`src/rtl/regfile_wb_arbiter.sv`:
```
// Register-file write-port arbiter: core writeback has priority, slow-unit results are FIFO-buffered,
// a destination scoreboard exposes RAW hazards, and a starvation counter forces slow writes through.
module regfile_wb_arbiter #(
  parameter int unsigned DEPTH        = 2,
  parameter int unsigned STARVE_LIMIT = 4
) (
  input  logic        clk,
  input  logic        reset_n,
  input  logic        cpu_we,
  input  logic [4:0]  cpu_addr,
  input  logic [31:0] cpu_data,
  output logic        cpu_stall,
  input  logic        sl_valid,
  output logic        sl_ready,
  input  logic [4:0]  sl_addr,
  input  logic [31:0] sl_data,
  input  logic        iss_valid,
  input  logic [4:0]  iss_addr,
  output logic        iss_ready,
  input  logic [4:0]  chk_addr1,
  output logic        chk_busy1,
  input  logic [4:0]  chk_addr2,
  output logic        chk_busy2,
  output logic        rf_we,
  output logic [4:0]  rf_addr,
  output logic [31:0] rf_wdata
);

  localparam int unsigned AW    = 5;
  localparam int unsigned DW    = 32;
  localparam int unsigned NREG  = 32;
  localparam int unsigned PTR_W = $clog2(DEPTH);
  localparam int unsigned CNT_W = $clog2(DEPTH + 1);
  localparam int unsigned STV_W = $clog2(STARVE_LIMIT + 1);

  logic [AW-1:0]    fifo_addr [DEPTH];
  logic [DW-1:0]    fifo_data [DEPTH];
  logic [PTR_W-1:0] rd_ptr;
  logic [PTR_W-1:0] wr_ptr;
  logic [CNT_W-1:0] count;
  logic [STV_W-1:0] starve_cnt;
  logic [NREG-1:0]  busy;
  logic [NREG-1:0]  busy_nxt;

  logic          fifo_empty;
  logic          fifo_full;
  logic          force_fifo;
  logic          grant_cpu;
  logic          grant_fifo;
  logic          push;
  logic          pop;
  logic          iss_acc;
  logic [AW-1:0] head_addr;
  logic [DW-1:0] head_data;

  assign fifo_empty = (count == '0);
  assign fifo_full  = (count == CNT_W'(DEPTH));
  assign force_fifo = (starve_cnt == STV_W'(STARVE_LIMIT)) && !fifo_empty;
  assign head_addr  = fifo_addr[rd_ptr];
  assign head_data  = fifo_data[rd_ptr];

  // Port grant: forced slow write, then core, then FIFO head; nothing while in reset.
  always_comb begin
    grant_cpu  = 1'b0;
    grant_fifo = 1'b0;
    if (reset_n) begin
      if (force_fifo)       grant_fifo = 1'b1;
      else if (cpu_we)      grant_cpu  = 1'b1;
      else if (!fifo_empty) grant_fifo = 1'b1;
    end
  end

  always_comb begin
    rf_addr  = '0;
    rf_wdata = '0;
    if (grant_fifo) begin
      rf_addr  = head_addr;
      rf_wdata = head_data;
    end else if (grant_cpu) begin
      rf_addr  = cpu_addr;
      rf_wdata = cpu_data;
    end
  end

  // r0 is hardwired: writes to it are dropped, but a FIFO head still retires.
  assign rf_we     = (grant_cpu || grant_fifo) && (rf_addr != '0);
  assign cpu_stall = reset_n && force_fifo && cpu_we;
  assign sl_ready  = reset_n && !fifo_full;
  assign iss_ready = reset_n && !busy[iss_addr];
  assign chk_busy1 = busy[chk_addr1];
  assign chk_busy2 = busy[chk_addr2];

  assign push    = sl_valid && sl_ready;
  assign pop     = grant_fifo;
  assign iss_acc = iss_valid && iss_ready;

  always_ff @(posedge clk) begin
    if (push) begin
      fifo_addr[wr_ptr] <= sl_addr;
      fifo_data[wr_ptr] <= sl_data;
    end
  end

  always_ff @(posedge clk or negedge reset_n) begin
    if (!reset_n) begin
      rd_ptr <= '0;
      wr_ptr <= '0;
      count  <= '0;
    end else begin
      if (push) wr_ptr <= wr_ptr + PTR_W'(1);
      if (pop)  rd_ptr <= rd_ptr + PTR_W'(1);
      if (push && !pop)      count <= count + CNT_W'(1);
      else if (pop && !push) count <= count - CNT_W'(1);
    end
  end

  // Counts consecutive cycles a waiting FIFO head is passed over; saturates at the limit.
  always_ff @(posedge clk or negedge reset_n) begin
    if (!reset_n) begin
      starve_cnt <= '0;
    end else if (fifo_empty || grant_fifo) begin
      starve_cnt <= '0;
    end else if (starve_cnt != STV_W'(STARVE_LIMIT)) begin
      starve_cnt <= starve_cnt + STV_W'(1);
    end
  end

  // Retiring head clears its destination; a same-edge issue to that register re-sets it.
  always_comb begin
    busy_nxt = busy;
    if (pop)     busy_nxt[head_addr] = 1'b0;
    if (iss_acc) busy_nxt[iss_addr]  = 1'b1;
    busy_nxt[0] = 1'b0;
  end

  always_ff @(posedge clk or negedge reset_n) begin
    if (!reset_n) busy <= '0;
    else          busy <= busy_nxt;
  end

endmodule

```
`config.mk`:
```
export PLATFORM = sky130hd
export DESIGN_NAME = regfile_wb_arbiter
export DESIGN_NICKNAME = d
export VERILOG_FILES = /design/src/rtl/regfile_wb_arbiter.sv
export SDC_FILE = /design/constraint.sdc
export NUM_CORES = 1
export LEC_CHECK = 0
export CORE_ASPECT_RATIO = 1.4
export CORE_MARGIN = 3
export CORE_UTILIZATION = 31
export CTS_CLUSTER_DIAMETER = 200
export DETAILED_ROUTE_END_ITERATION = 10
export DONT_BUFFER_PORTS = 1
export GPL_ROUTABILITY_DRIVEN = 0
export PLACE_DENSITY = 0.43
export SLEW_MARGIN = 40
export SYNTH_ARGS = -nofsm -noshare
export SYNTH_HDL_FRONTEND = slang
export SYNTH_SLANG_ARGS = --single-unit
```
`constraint.sdc`:
```
create_clock -name clk -period 3.3 [get_ports clk]
set_input_delay 0.165 -clock clk [delete_from_list [all_inputs] [get_ports clk]]
set_output_delay 0.165 -clock clk [all_outputs]
set_load 0.02 [all_outputs]
```
==> flow_metrics.env <==
export IMPL_synth_async_reset_ratio_pct=33.9
export IMPL_synth_seq_area_share_pct=53.6
export IMPL_diodes=0
export IMPL_min_period_ns=2.50
export IMPL_drv_slew=0
export IMPL_cts_setup_buffers=0
export IMPL_grt_overflow=0
export IMPL_ant_nets=0
export IMPL_worst_setup_path_type="flip-flop to output port"
export IMPL_register_area_um2=3170
export IMPL_synth_area_um2=5920
export IMPL_first_global_vias=4573
export IMPL_clock_latency_ns=0.35
export IMPL_drc_errors=0
export IMPL_multiInputGateArea_um2=2530
export IMPL_hpwl_um=11300
export IMPL_io_buffers=0
export IMPL_drive_gt1_share_pct=18.1
export IMPL_antenna_found_initial=0
export IMPL_synth_edff_count=74
export IMPL_cts_sinks=112
export IMPL_io_pins=137
export IMPL_synth_main_ff_cell="edfxtp_1"
export IMPL_finalSetupTns_ns=0
export IMPL_drtPass1Iterations=4
export IMPL_finalCritPeriodShare_pct=75.9
export IMPL_yosys_cell_count_top_type="edfxtp_1"
export IMPL_die_x_um=123
export IMPL_end_kind="output port"
export IMPL_fillers=1808
export IMPL_grtUsageTotal_pct=15.1
export IMPL_die_h_um=169
export IMPL_fin_skew_ns=0.00873
export IMPL_wl_per_cell_um=19.0
export IMPL_die_area_um2=20800
export IMPL_pre_cts_ws_ns=0.863
export IMPL_cts_path_max_buffers=2
export IMPL_nets=650
export IMPL_wl_um=15300
export IMPL_netlist_instances=484
export IMPL_hold_viol=0
export IMPL_setup_ws_ns=0.796
export IMPL_htreeDepth=3
export IMPL_tritoncts="yes"
export IMPL_yosys_area_top_type="edfxtp_1"
export IMPL_path_buf_inv=3
export IMPL_numCtsBuffers=9
export IMPL_ir_drop_uv=292
export IMPL_crit_arrival_ns=2.34
export IMPL_rsz0062_at_grt="no"
export IMPL_synth_avg_cell_area_um2=12.2
export IMPL_critPathLaunchType="flip-flop"
export IMPL_core_um2=18700
export IMPL_r2r_slack_ns=1.04
export IMPL_ctsHoldBuffers=45
export IMPL_synth_top_cell_area_share_pct=37.5
export IMPL_synthTopCellsByArea="edfxtp_1, dfrtp_1, mux2i_1"
export IMPL_ctsResizeCount=0
export IMPL_max_slew_worst_pin_slew_ns=0.858
export IMPL_min_path_type="input port to flip-flop"
export IMPL_maxSlewHeadroom_pct=42.5
export IMPL_via_count=4318
export IMPL_whs_ns=0.0267
export IMPL_power_density_nw_per_um2=675
export IMPL_start_util_pct=31.7
export IMPL_synthToLayoutAreaGrowth_pct=21.2
export IMPL_critPathTopFamily="buffers and inverters"
export IMPL_slowest_stage="nand2_2"
export IMPL_ys_ff_latch=112
export IMPL_synth_common_cells="edfxtp_1, o21ai_0, nand2_1"
export IMPL_routed_via_density=5.38
export IMPL_synth_fp_nets=581
export IMPL_crit_top_cell="buf_4"
export IMPL_worstPathMaxFanout=29
export IMPL_timing_fmax_ghz=0.399
export IMPL_maxCapViolations=0
export IMPL_synthDistinctLibCells=56
export IMPL_finalSetupViolations=0
export IMPL_root_buffer="clkbuf_16"
export IMPL_ys_warnings_count=0
export IMPL_drtIter0Drc=216
export IMPL_cp_required_ns=3.13
export IMPL_crit_path_max_incr_delay_ns=0.36
export IMPL_rows=59
export IMPL_leakage_uw=0.00269
export IMPL_grt_pass1_wl_um=24500
export IMPL_crit_chain="inv_1, ha_1, a21bo_2, nand2_2, buf_4, o21ai_0, buf_4"
export IMPL_grt_start_max_net_pins=39
export IMPL_outcome="completed"
export IMPL_path_clk_slew_ns=0.08
## cell usage in the layout, fill, tap and decap left out, types with 3 or more instances in the layout
cell / n
dlygate4sd3_1: 44
a2bb2oi_1: 3
o41ai_1: 8
nor3b_1: 6
o21ai_0: 52
dfrtp_1: 37
ha_1: 3
inv_8: 3
nor3_1: 5
xnor2_1: 4
o211ai_1: 4
edfxtp_1: 74
clkbuf_16: 9
nand4_1: 5
mux2_2: 13
and3b_1: 5
and3_1: 3
a21oi_1: 3
inv_1: 17
nand2_1: 47
mux2i_1: 41
a31oi_1: 3
nand3b_1: 3
mux4_2: 16
nand3_1: 6
o31ai_1: 41
nor2_1: 8
nor2b_1: 6
a221oi_1: 4
buf_4: 43
## logic make-up (layout without fill, tap and decap cells)
logic type | count (synthesis) | in the layout | share of synthesized area, %
AOI/OAI and AO/OA | 141 | 141 | 16.8
DFF | 112 | 112 | 53.6
and+or+nand+nor | 104 | 104 | 8.82
muxes | 70 | 70 | 15.5
buffers and inverters | 48 | 122 | 3.78
xor gates and xnor gates | 6 | 6 | 0.888
adders and majority gates | 3 | 3 | 0.634
## registers in the layout, summed over array words and instances, names as in the netlist
signal      count
fifo_data      64
busy           31
fifo_addr      10
starve_cnt      3
count           2
rd_ptr          1
wr_ptr          1
## path summary, 6_finish.rpt
path / from / endpoint / cells after the start
setup / recovery: starve_cnt[0] / rf_wdata[18] / 7
hold / removal: iss_valid / busy[25] / 2
setup reg to reg: count[0] / fifo_data[1][4] / 4
hold reg to reg: wr_ptr / wr_ptr / 1
max in group asynchronous: reset_n / rd_ptr / 2
min in group asynchronous: reset_n / starve_cnt[0] / 2
## worst reg2reg max path: cells and delay by family, from the launching register on
family / cells / cell delay (ns)
AO/OA/AOI/OAI: 1 / 0.47
AND/OR/NAND/NOR: 1 / 0.63
flip-flops: 1 / 0.49
buffers and inverters: 2 / 0.38
## through the flow
stage / power, uW / utilization [%] / area (um2) / std cells
after floorplan: 3220 / - / 5920 / 484
after global placement: 3690 / 34.3 / 6400 / 740
after detailed placement: 3720 / 34.3 / 6400 / 741
after CTS: 4910 / 38.4 / 7170 / 802
after global routing: 5160 / 38.4 / 7170 / 802
final: 4840 / 38.4 / 7170 / 802
## power by group
group | switching [uW] | internal, uW | total [uW] | leakage (uW)
combinational | 961 | 754 | 1720 | 0.00138
sequential | 231 | 1790 | 2020 | 0.00116
clock | 547 | 561 | 1110 | 0.000152
total | 1740 | 3110 | 4840 | 0.00269
## per-layer routing
layer  global-route usage, %  up-vias  part of all wire [%]
li1                        -     2033                     -
met1                    19.4     2128                    42
met2                    25.9      138                    51
met3                    2.90       19                   5.3
met4                    4.53        0                   1.9
met5                       0        -                     0
## final cells by class
cell class / instances / share of cell area (%)
flip-flops and latches: 112 / 44.3
multi-input cells: 324 / 35.3
repair buffers: 89 / 11.0
well taps: 244 / 4.26
clock buffers: 10 / 3.33
clock inverters: 6 / 0.942
inverters: 17 / 0.890
No activity file was read; power rests on OpenSTA's default activity.
